$ cat config.mk
export PLATFORM = sky130hd
export DESIGN_NAME = turn_sequencer
export DESIGN_NICKNAME = d
export VERILOG_FILES = /design/src/rtl/turn_sequencer.sv
export SDC_FILE = /design/constraint.sdc
export NUM_CORES = 1
export LEC_CHECK = 0
export CORE_MARGIN = 5
export CORE_UTILIZATION = 50
export CTS_CLUSTER_DIAMETER = 30
export CTS_CLUSTER_SIZE = 40
export DETAILED_ROUTE_END_ITERATION = 10
export PLACE_DENSITY = 0.77
export SLEW_MARGIN = 20
export SYNTH_ARGS = -nofsm -noshare
export SYNTH_HDL_FRONTEND = slang
export SYNTH_SLANG_ARGS = --single-unit
$ cat constraint.sdc
create_clock -name clk -period 2.35 [get_ports clk]
set_input_delay 0.5875 -clock clk [delete_from_list [all_inputs] [get_ports clk]]
set_output_delay 0.5875 -clock clk [all_outputs]
set_load 0.005 [all_outputs]
$ cat src/rtl/turn_sequencer.sv
// Turn sequencer: game-flow controller between the tile-flip logic and next_turn.
// A matching flip moves the current player's chicken one step; a mismatching flip
// (or a match on a player index outside the active range) ends the turn with a
// registered strobe into next_turn, after which the new turn index is captured.
// Reaching WIN_POS ends the game and holds positions, winner and game_over.
module turn_sequencer #(
    parameter int POS_W      = 5,
    parameter int WIN_POS    = 23,
    parameter int STROBE_CYC = 2,
    parameter int SETTLE_CYC = 1
) (
    input  logic               clk,
    input  logic               rst,
    input  logic               start,
    input  logic [1:0]         N,
    input  logic [1:0]         turn,
    input  logic               flip_valid,
    input  logic               flip_match,
    output logic               next_turn_strobe,
    output logic [4*POS_W-1:0] pos_all,
    output logic [1:0]         cur_player,
    output logic               ready,
    output logic               game_over,
    output logic [1:0]         winner
);

    typedef enum logic [2:0] {
        S_IDLE,
        S_WAIT_FLIP,
        S_ADVANCE,
        S_STROBE,
        S_SETTLE,
        S_DONE
    } state_t;

    localparam int CNT_MAX = (STROBE_CYC > SETTLE_CYC) ? STROBE_CYC : SETTLE_CYC;
    localparam int CNT_W   = (CNT_MAX > 1) ? $clog2(CNT_MAX + 1) : 1;

    localparam logic [CNT_W-1:0] STROBE_LOAD = CNT_W'(STROBE_CYC - 1);
    localparam logic [CNT_W-1:0] SETTLE_LOAD = CNT_W'(SETTLE_CYC - 1);
    localparam logic [POS_W-1:0] WIN_P       = POS_W'(WIN_POS);

    state_t                  state;
    logic [1:0]              n_code;
    logic [3:0][POS_W-1:0]   pos;
    logic [CNT_W-1:0]        cnt;

    logic                    start_ok;
    logic                    turn_out_of_range;
    logic [POS_W-1:0]        pos_next;

    assign pos_all           = pos;
    assign start_ok          = start && (N != 2'b11);
    // n_code encodes (players - 2), so the highest legal index is n_code + 1
    assign turn_out_of_range = ({1'b0, turn} > ({1'b0, n_code} + 3'd1));
    assign pos_next          = pos[turn] + POS_W'(1);

    // Game-flow FSM; every output is a register so the strobe into next_turn is glitch-free
    always_ff @(posedge clk or posedge rst) begin
        if (rst) begin
            state            <= S_IDLE;
            n_code           <= 2'b00;
            pos              <= '0;
            cnt              <= '0;
            next_turn_strobe <= 1'b0;
            cur_player       <= 2'b00;
            ready            <= 1'b0;
            game_over        <= 1'b0;
            winner           <= 2'b00;
        end else begin
            case (state)
                S_IDLE, S_DONE: begin
                    if (start_ok) begin
                        n_code     <= N;
                        pos        <= '0;
                        cur_player <= turn;
                        game_over  <= 1'b0;
                        winner     <= 2'b00;
                        ready      <= 1'b1;
                        state      <= S_WAIT_FLIP;
                    end
                end
                S_WAIT_FLIP: begin
                    if (flip_valid) begin
                        ready <= 1'b0;
                        if (flip_match) begin
                            state <= S_ADVANCE;
                        end else begin
                            next_turn_strobe <= 1'b1;
                            cnt              <= STROBE_LOAD;
                            state            <= S_STROBE;
                        end
                    end
                end
                S_ADVANCE: begin
                    if (turn_out_of_range) begin
                        next_turn_strobe <= 1'b1;
                        cnt              <= STROBE_LOAD;
                        state            <= S_STROBE;
                    end else begin
                        pos[turn] <= pos_next;
                        if (pos_next == WIN_P) begin
                            winner    <= turn;
                            game_over <= 1'b1;
                            state     <= S_DONE;
                        end else begin
                            ready <= 1'b1;
                            state <= S_WAIT_FLIP;
                        end
                    end
                end
                S_STROBE: begin
                    if (cnt == '0) begin
                        next_turn_strobe <= 1'b0;
                        cnt              <= SETTLE_LOAD;
                        state            <= S_SETTLE;
                    end else begin
                        cnt <= cnt - CNT_W'(1);
                    end
                end
                S_SETTLE: begin
                    if (cnt == '0) begin
                        cur_player <= turn;
                        ready      <= 1'b1;
                        state      <= S_WAIT_FLIP;
                    end else begin
                        cnt <= cnt - CNT_W'(1);
                    end
                end
                default: begin
                    state <= S_IDLE;
                end
            endcase
        end
    end

endmodule
==> impl_metrics.ini, run 1 <==
[place]
dpl.hpwl_um = 3330
globalplace.congestion = 0.861
place.port_buffers = 35

[sta]
period_share = 0.926
tightestPinTransition_ns = 0.716
post-route-min-period_ns = 2.18
maxSlewViolCount = 0
report.final.setup_viol = 0
rsz_0062_raised_after_global_routing = false
timing.slew.headroom = 0.523
maxClockFrequency_mhz = 460
clock_skew_ns = 0.00286
finalHoldViolations = 0
finalHoldWorstSlack_ns = 0.507

[detailed_routing]
wirelength_um = 4390
wire_per_inst_um = 15.2
detailedRoute.firstPassIterationCount = 4
detailroute.via_count = 1593
drt_drc_violations_left = 0
post_drt_antenna_nets = 0
per_cell_via_count_in_the_routed_design = 5.51
initialDrtViolationCount = 171

[clock_tree]
htree_num_levels = 2
cts_post_setup_buffers_inserted = 0
cts_tree = yes
clk-insertion-delay-late_ns = 0.28
clock_tree_root = clkbuf_8
max-clock-path-buffers = 2
clk_transition_reported_paths_ns = 0.07
cts-buffers-inserted = 5
clock_sink_count = 34

[power_and_ir_drop]
cellPowerDensity_nw_per_um2 = 980
power_leakage_nw = 1.10
worst_ir_drop_vdd_uv = 718
post-layout-total-power_w = 0.00248

[layout]
antennaDiodeCount = 0
drive_above_1_share = 0.183
synthToLayoutAreaGrowth_pct = 34.1
seqCellArea_um2 = 851
fin_util = 0.690
multiInputGateArea_um2 = 961
fillers = 282
num-nets-final = 257

[global_route]
maximum_number_of_pins_on_one_net_before_global_route_repair = 35
initial_antenna_violation_count = 0
global_route_wire_length_before_repair_um = 7560
gr-total-overflow = 0
first_global_vias = 1566
grt.total_usage = 0.187

[logic_synthesis]
postSynth.topFlopCell = dfrtp_1
ys_top_cells_by_area = dfrtp_1 45%, nand3_1 6.4%, o21ai_0 6.4%
number_of_synthesized_flops_with_an_enable_pin = 0
postSynthAreaPerCell_um2 = 10.1
ys_seq_area_frac = 0.452
share_of_flip_flops_with_an_asynchronous_set_or_reset_after_synthesis = 1.00
synth_fp_nets = 203
synthesized_cell_area_um2 = 1880
yosysUniqueCellTypes = 41
post-synth-top-area-cell = dfrtp_1
yosys_warnings = 0
post_synth_inst_count = 186
synth_largest_type_area_fraction = 0.452
yosys_register_bits = 34

[die]
floorplan.rows = 22
initial_utilization = 0.515
core_area_um2 = 3660
design.die.area_um2 = 5100
horizontal_extent_of_the_die_um = 71.4
die_height_um = 71.4
boundaryPins = 36

[hold_path]
holdCritPathClass = reg -> reg

[job]
timing.max_cap.violations = 0

[critical_path]
worstPathMaxFanout = 5
timing.critical_path.required_ns = 2.51
critPathCaptureType = register
cp-start-kind = primary input
data_arrival_critical_path_ns = 2.34
path_class = in -> reg

[outcome]
run_status = finished, final reports clean
-- stage by stage --
step | setup TNS [ns] | setup slack, ns | std cells | cell area (µm²)
2_1_floorplan | 0 | 0.0938 | 186 | 1880
3_3_place_gp | -9.27 | -0.427 | 281 | 2430
3_5_place_dp | -10.15 | -0.487 | 281 | 2430
4_1_cts | 0 | 0.0510 | 289 | 2520
5_1_grt | 0 | 0.0582 | 289 | 2530
6_report | 0 | 0.175 | 289 | 2530
-- cells by family (layout without fill, tap and decap cells) --
group | Yosys count | in the layout | share of synthesized area
AOI/OAI and AO/OA | 47 | 47 | 0.153
xor gates and xnor gates | 4 | 4 | 0.0325
adders and majority gates | 8 | 8 | 0.0531
buffers and inverters | 18 | 73 | 0.0412
DFF | 34 | 34 | 0.452
muxes | 11 | 11 | 0.0943
and+or+nand+nor | 64 | 64 | 0.175
-- worst max-delay path: stages --
cell and delay (ns):
dlygate4sd2_1 0.33, mux4_2 0.56, buf_4 0.16, inv_1 0.05, ha_1 0.13, nand2_1 0.06
nor2_2 0.16, nand4_4 0.14, mux2i_1 0.16
-- synthesized netlist by cell type, drive strengths merged (2+ instances only) --
| library cell | count |
|---|---|
| a21o | 2 |
| nand2 | 10 |
| mux4 | 5 |
| mux2 | 4 |
| inv | 10 |
| nor3 | 2 |
| nand4b | 2 |
| o211ai | 2 |
| a2111oi | 2 |
| o21ai | 26 |
| nor2 | 17 |
| a21oi | 5 |
| mux2i | 2 |
| xnor2 | 2 |
| a21boi | 3 |
| nor2b | 3 |
| xor2 | 2 |
| a211oi | 2 |
| ha | 8 |
| dfrtp | 34 |
| nand3 | 25 |
| nand4 | 3 |
| clkbuf | 3 |
| buf | 5 |
-- path summary, 6_finish.rpt --
path,from,end,slack (ns),cells after the start
max,turn[0],winner[1],0.17,9
min,next_turn_strobe,next_turn_strobe,0.51,1
max reg2reg,n_code[0],cnt[0],0.22,8
min reg2reg,next_turn_strobe,next_turn_strobe,0.51,1
max in group asynchronous,rst,next_turn_strobe,1.34,3
min in group asynchronous,rst,n_code[0],0.69,3
-- final cells by class --
| type | instances | share of cell area |
|---|---|---|
| Clock buffer | 7 | 0.0342 |
| Sequential cell | 34 | 0.337 |
| Clock inverter | 1 | 0.00198 |
| Multi-Input combinational cell | 134 | 0.380 |
| Timing Repair Buffer | 55 | 0.208 |
| Tap cell | 48 | 0.0238 |
| Inverter | 10 | 0.0149 |
-- per-layer routing --
metal  vias to the layer above  GRT usage  part of all wire
met3                         8     0.0589             0.053
li1                        781          -                 -
met5                         -          0                 0
met1                       755      0.262              0.47
met4                         0     0.0626             0.014
met2                        49      0.276              0.46
-- layout by cell type, fill, tap and decap left out, types with 2 or more instances in the layout --
cell type and n:
mux4_2 5, inv_1 10, a21oi_1 5, a2111oi_0 2
o21ai_0 24, clkdlybuf4s50_1 33, dfrtp_1 34, nor2_1 16
mux2_2 4, buf_4 18, a21o_1 2, nor2b_1 3
a21boi_0 2, buf_12 2, a211oi_1 2, o211ai_1 2
nand2_1 10, nand4b_1 2, ha_1 7, nand4_1 2
clkbuf_8 6, mux2i_1 2, nand3_1 24
-- power breakdown --
| group | internal [W] | leakage, nW | switching [W] |
|---|---|---|---|
| Combinational | 0.000591 | 0.601 | 0.000533 |
| Sequential | 0.000722 | 0.449 | 0.000190 |
| Clock | 0.000236 | 0.0482 | 0.000205 |
| Total | 0.00155 | 1.10 | 0.000927 |
-- repair_timing --
item | CTS | global route
gates resized for setup | 2 | 2
endpoints found under the setup margin | 29 | 3
hold buffers | 0 | 0
gates cloned | 0 | 0
pin swaps | 0 | 1
-- flip-flops by register name, summed over array words and instances (netlist names) --
name,flops
winner,2
state,3
ready,1
n_code,2
cnt,2
next_turn_strobe,1
game_over,1
cur_player,2
pos_all,20
Power figures use the tool's default switching activity.
==> inputs of run 2 (changes only) <==
--- a/config.mk
+++ b/config.mk
@@ -5,12 +5,13 @@
 export SDC_FILE = /design/constraint.sdc
 export NUM_CORES = 1
 export LEC_CHECK = 0
+export CELL_PAD_IN_SITES_DETAIL_PLACEMENT = 0
+export CELL_PAD_IN_SITES_GLOBAL_PLACEMENT = 1
 export CORE_MARGIN = 5
-export CORE_UTILIZATION = 50
-export CTS_CLUSTER_DIAMETER = 30
+export CORE_UTILIZATION = 40
 export CTS_CLUSTER_SIZE = 40
 export DETAILED_ROUTE_END_ITERATION = 10
-export PLACE_DENSITY = 0.77
+export PLACE_DENSITY = 0.8
 export SLEW_MARGIN = 20
 export SYNTH_ARGS = -nofsm -noshare
 export SYNTH_HDL_FRONTEND = slang
==> run 2 against run 1 <==
Effect of this change:
- sequential power decreased by 1%
- combinational power is essentially flat
- register-to-register slack hardly changed
- total power down 1.5%
- maximum frequency is 1.3% higher
==> impl_metrics.ini, run 2 (same netlist as run 1, synthesis figures left out) <==
[layout]
fillers = 417
largest_reg_flops = 20
drive_above_1_share = 0.192
multiInputGateArea_um2 = 956
num-nets-final = 261
commonest_non_fill_non_tap_cell_in_the_layout = dfrtp_1
seqCellArea_um2 = 851
mostFrequentLayoutCells = 34 x dfrtp_1, 33 x clkdlybuf4s50_1, 24 x nand3_1, 24 x o21ai_0, 24 x buf_4
antennaDiodeCount = 0
synthToLayoutAreaGrowth_pct = 34.1
final_cell_area_um2 = 2530

[global_route]
initial_antenna_violation_count = 0
first_global_vias = 1684
grt.total_usage = 0.162
global_route_wire_length_before_repair_um = 7930
maximum_number_of_pins_on_one_net_before_global_route_repair = 35
gr-total-overflow = 0

[outcome]
run_status = finished, final reports clean

[clock_tree]
clk_transition_reported_paths_ns = 0.07
cts_repair_resize_count = 2
htree_num_levels = 2
ctsHoldBuffers = 0
cts-buffers-inserted = 5
clock_sink_count = 34
clock_tree_root = clkbuf_8
cts_tree = yes
clk-insertion-delay-late_ns = 0.28
cts_post_setup_buffers_inserted = 0
max-clock-path-buffers = 2

[die]
die_height_um = 78.6
floorplan.rows = 25
core_area_um2 = 4660
initial_utilization = 0.404
design.die.area_um2 = 6180
horizontal_extent_of_the_die_um = 78.6
boundaryPins = 36

[place]
dpl.hpwl_um = 3350
place.port_buffers = 35
globalplace.congestion = 0.799
placed_area_um2 = 2440

[detailed_routing]
detailroute.via_count = 1597
routed_wire_length_on_met3_um = 178
post_drt_antenna_nets = 0
route.top_layer_used = met4
wire_per_inst_um = 15.1
wirelength_um = 4530
initialDrtViolationCount = 88
met2_wirelength_um = 2240
per_cell_via_count_in_the_routed_design = 5.34
drt_drc_violations_left = 0
detailedRoute.firstPassIterationCount = 4
detail_route.wirelength.met1_um = 2040

[job]
timing.max_cap.violations = 0

[sta]
finalHoldWorstSlack_ns = 0.484
maxClockFrequency_mhz = 466
rsz_0062_raised_after_global_routing = false
tightestPinTransition_ns = 0.578
report.final.setup_viol = 0
finalHoldViolations = 0
timing.slew.headroom = 0.615
setup_tns_ns = 0
post-route-min-period_ns = 2.15
period_share = 0.914
clock_skew_ns = 0.00539
maxSlewViolCount = 0

[hold_path]
hp-start = game_over
holdCritPathClass = reg -> reg
hold_depth = 2
hold-path-endpoint = game_over

[power_and_ir_drop]
worst_ir_drop_vdd_uv = 446
cellPowerDensity_nw_per_um2 = 965
share_comb_of_total_power = 0.449
share_clk_of_total_power = 0.181
p_int_w = 0.00153
seqPwrFrac = 0.370
power_leakage_nw = 1.10
p_sw_w = 0.000908
switching_share = 0.373

[critical_path]
worstRegToRegCells = 8
data_arrival_critical_path_ns = 2.31
cp-start-kind = primary input
regToRegEndpoint = cnt[0]
reg2reg_slack_ns = 0.21
critPathCaptureType = register
timing.critical_path.required_ns = 2.51
worstPathMaxFanout = 7
path_class = in -> reg
worst_r2r_startpoint = n_code[0]
==> run 2: through the flow <==
step	cells	utilization	setup slack [ns]	total power, W
final	299	0.542	0.202	0.00244
after CTS	299	0.543	0.0338	0.00246
after global placement	291	0.524	-0.497	0.00200
after detailed placement	291	0.524	-0.534	0.00201
after floorplan	186	-	0.0938	0.00153
after global routing	299	0.542	0.0533	0.00264
==> run 2: power by group through the flow <==
stage / combinational [W] / clock, W / sequential (W)
after global placement: 0.00109 / 0 / 0.000914
after detailed placement: 0.00110 / 0 / 0.000914
after global routing: 0.00124 / 0.000468 / 0.000928
final: 0.00109 / 0.000441 / 0.000903
after floorplan: 0.000714 / 0 / 0.000819
after CTS: 0.00110 / 0.000453 / 0.000903
==> run 2: final cells by class <==
cell class,count,area share
multi-input combinational,134,0.378
sequential,34,0.337
timing repair buffer,59,0.207
clock buffer,7,0.0342
tap,54,0.0267
inverter,10,0.0149
clock inverter,1,0.00198
==> run 2: routing by layer <==
layer | track usage | up-vias
li1 | - | 790
met1 | 0.202 | 767
met2 | 0.275 | 32
met3 | 0.0390 | 8
met4 | 0.0524 | 0
met5 | 0 | -
==> run 2: worst max-delay path: stages <==
cell and delay, ns:
dlygate4sd2_1 0.39, ha_1 0.30, nor2b_1 0.15, o211ai_1 0.20
a21oi_1 0.12, nor2_1 0.21, mux2_2 0.35
==> run 2: worst max-delay path by stage <==
stage,startpoint,cells after the start,end,slack (ns)
6_report,turn[1],7,cnt[0],0.20
5_1_grt,turn[1],7,cnt[0],0.05
4_1_cts,turn[0],9,next_turn_strobe,0.03
3_5_place_dp,turn[0],7,winner[1],-0.53
3_3_place_gp,turn[0],9,next_turn_strobe,-0.50
2_1_floorplan,turn[0],7,winner[0],0.09
==> inputs of run 3 (changes only) <==
--- a/config.mk
+++ b/config.mk
@@ -8,10 +8,10 @@
 export CELL_PAD_IN_SITES_DETAIL_PLACEMENT = 0
 export CELL_PAD_IN_SITES_GLOBAL_PLACEMENT = 1
 export CORE_MARGIN = 5
-export CORE_UTILIZATION = 40
+export CORE_UTILIZATION = 43
 export CTS_CLUSTER_SIZE = 40
 export DETAILED_ROUTE_END_ITERATION = 10
-export PLACE_DENSITY = 0.8
+export PLACE_DENSITY = 0.85
 export SLEW_MARGIN = 20
 export SYNTH_ARGS = -nofsm -noshare
 export SYNTH_HDL_FRONTEND = slang
==> constraint.sdc (replaced) <==
create_clock -name clk -period 2.6 [get_ports clk]
set_input_delay 0.65 -clock clk [delete_from_list [all_inputs] [get_ports clk]]
set_output_delay 0.65 -clock clk [all_outputs]
set_load 0.005 [all_outputs]
==> run 3 against run 2 <==
Effect of this change:
- combinational power shrank 5%
- setup slack improved by 0.022 ns
- die area shrank 6.1%
- final cell count fell by 1.7%
- first-iteration DRC count fell by 43%
- largest power group unchanged
- total power fell by 8.2%
- sequential share of layout area about the same
- critical path depth rose by 2
- count of clock-buffer cells in the layout down 1
- sequential cell count stayed put
- routed wire length increased by 0.73%
==> impl_metrics.ini, run 3 (same netlist as run 1, synthesis figures left out) <==
[power_and_ir_drop]
cellPowerDensity_nw_per_um2 = 885
seqPwrFrac = 0.366
post-layout-total-power_w = 0.00224
share_clk_of_total_power = 0.170
switching_share = 0.371
share_comb_of_total_power = 0.463
power_leakage_nw = 1.10
p_sw_w = 0.000830
p_int_w = 0.00141
worst_ir_drop_vdd_uv = 469

[critical_path]
critPathCaptureType = register
data_arrival_critical_path_ns = 2.55
cp-start-kind = primary input
worst_path_largest_cell_delay_ns = 0.38
worstPathMaxFanout = 6
timing.critical_path.required_ns = 2.77
path_class = in -> reg
path_cells = dlygate4sd2_1 > buf_4 > inv_1 > ha_1 > a21oi_1 > o21ai_2 > a311oi_1 > a21boi_0 > o22a_1
worst_path_max_delay_cell = dlygate4sd2_1

[detailed_routing]
post_drt_antenna_nets = 0
detail_route.wirelength.met1_um = 2030
detailedRoute.firstPassIterationCount = 4
drt_drc_violations_left = 0
initialDrtViolationCount = 50
met2_wirelength_um = 2300
per_cell_via_count_in_the_routed_design = 5.38
wire_per_inst_um = 15.5
route.top_layer_used = met4
detailroute.via_count = 1583
routed_wire_length_on_met3_um = 182
wirelength_um = 4560

[die]
die_height_um = 76.2
boundaryPins = 36
core_area_um2 = 4290
horizontal_extent_of_the_die_um = 76.2
initial_utilization = 0.439
design.die.area_um2 = 5810
floorplan.rows = 24

[sta]
period_share = 0.914
rsz_0062_raised_after_global_routing = false
report.final.setup_viol = 0
timing.slew.headroom = 0.616
maxClockFrequency_mhz = 421
tightestPinTransition_ns = 0.576
clock_skew_ns = 0.00341
finalHoldViolations = 0
finalHoldWorstSlack_ns = 0.492
maxSlewViolCount = 0
post-route-min-period_ns = 2.38

[layout]
drive_above_1_share = 0.182
largest_reg_flops = 20
commonest_non_fill_non_tap_cell_in_the_layout = dfrtp_1
antennaDiodeCount = 0
fin_util = 0.589
num-nets-final = 260
synthToLayoutAreaGrowth_pct = 34.2
mostFrequentLayoutCells = 34 x dfrtp_1, 33 x clkdlybuf4s50_1, 24 x nand3_1, 24 x o21ai_0, 22 x buf_4

[global_route]
grt.total_usage = 0.169
gr-total-overflow = 0
first_global_vias = 1651
global_route_wire_length_before_repair_um = 7960
maximum_number_of_pins_on_one_net_before_global_route_repair = 35
initial_antenna_violation_count = 0

[clock_tree]
clock_tree_root = clkbuf_8
cts-buffers-inserted = 5
max-clock-path-buffers = 2
htree_num_levels = 2
clk-insertion-delay-late_ns = 0.29
cts_tree = yes
clk_transition_reported_paths_ns = 0.06
ctsHoldBuffers = 0
clock_sink_count = 34
cts_post_setup_buffers_inserted = 0

[job]
timing.max_cap.violations = 0

[place]
dpl.hpwl_um = 3420
globalplace.congestion = 0.852
place.port_buffers = 35

[outcome]
run_status = finished, final reports clean

[hold_path]
holdCritPathClass = reg -> reg
[run 3: changes by cell type in the layout (fill, tap and decap cells not counted)]
cell,delta
clkbuf_2,-1
buf_12,+1
clkbuf_1,-1
clkinv_2,-1
buf_4,-2
dlymetal6s2s_1,+1
[run 3: metal layers]
metal	GRT usage	vias to the layer above
met5	0	-
met4	0.0507	0
met3	0.0496	8
met2	0.288	27
met1	0.206	762
li1	-	786
[run 3: worst max-delay path: cells and delay by family]
kind,cells,cell delay (ns)
AO/OA/AOI/OAI,5,0.96
adder cells (fa/ha/maj),1,0.29
buffers and inverters,3,0.64
[run 3: timing repair]
| item | CTS | global route |
|---|---|---|
| gates resized for setup | 1 | 1 |
| setup endpoints to repair | 6 | 9 |
| pin swaps | 0 | 0 |
[run 3: worst paths after layout]
| kind | depth (start not counted) | endpoint | slack (ns) | startpoint |
|---|---|---|---|---|
| setup / recovery | 9 | next_turn_strobe | 0.22 | turn[0] |
| hold / removal | 2 | game_over | 0.49 | game_over |
| setup reg to reg | 10 | pos_all[11] | 0.41 | n_code[0] |
| hold reg to reg | 2 | game_over | 0.49 | game_over |
| max in group asynchronous | 3 | pos_all[6] | 1.51 | rst |
| min in group asynchronous | 3 | n_code[0] | 0.76 | rst |
[run 3: area by class of cell]
class,count,area (µm²)
Fill cell,373,1770
Multi-Input combinational cell,134,956
Sequential cell,34,851
Timing Repair Buffer,58,537
Clock buffer,6,82.6
Tap cell,52,65.1
Inverter,10,37.5
[run 3: stage by stage]
step	cell area [µm²]	cells	worst slack (ns)	setup TNS, ns
after global routing	2530	294	0.0235	0
after CTS	2530	294	0.107	0
after floorplan	1880	186	0.281	0
after detailed placement	2440	288	-0.342	-7.67
after global placement	2440	288	-0.295	-6.22
final	2530	294	0.224	0
[run 3: power by group through the flow]
stage / Sequential [W] / Combinational [W] / Clock, W
floorplan: 0.000741 / 0.000646 / 0
global route: 0.000846 / 0.00116 / 0.000412
CTS: 0.000820 / 0.00105 / 0.000396
global placement: 0.000830 / 0.00102 / 0
finish: 0.000820 / 0.00104 / 0.000381
detailed placement: 0.000830 / 0.00104 / 0
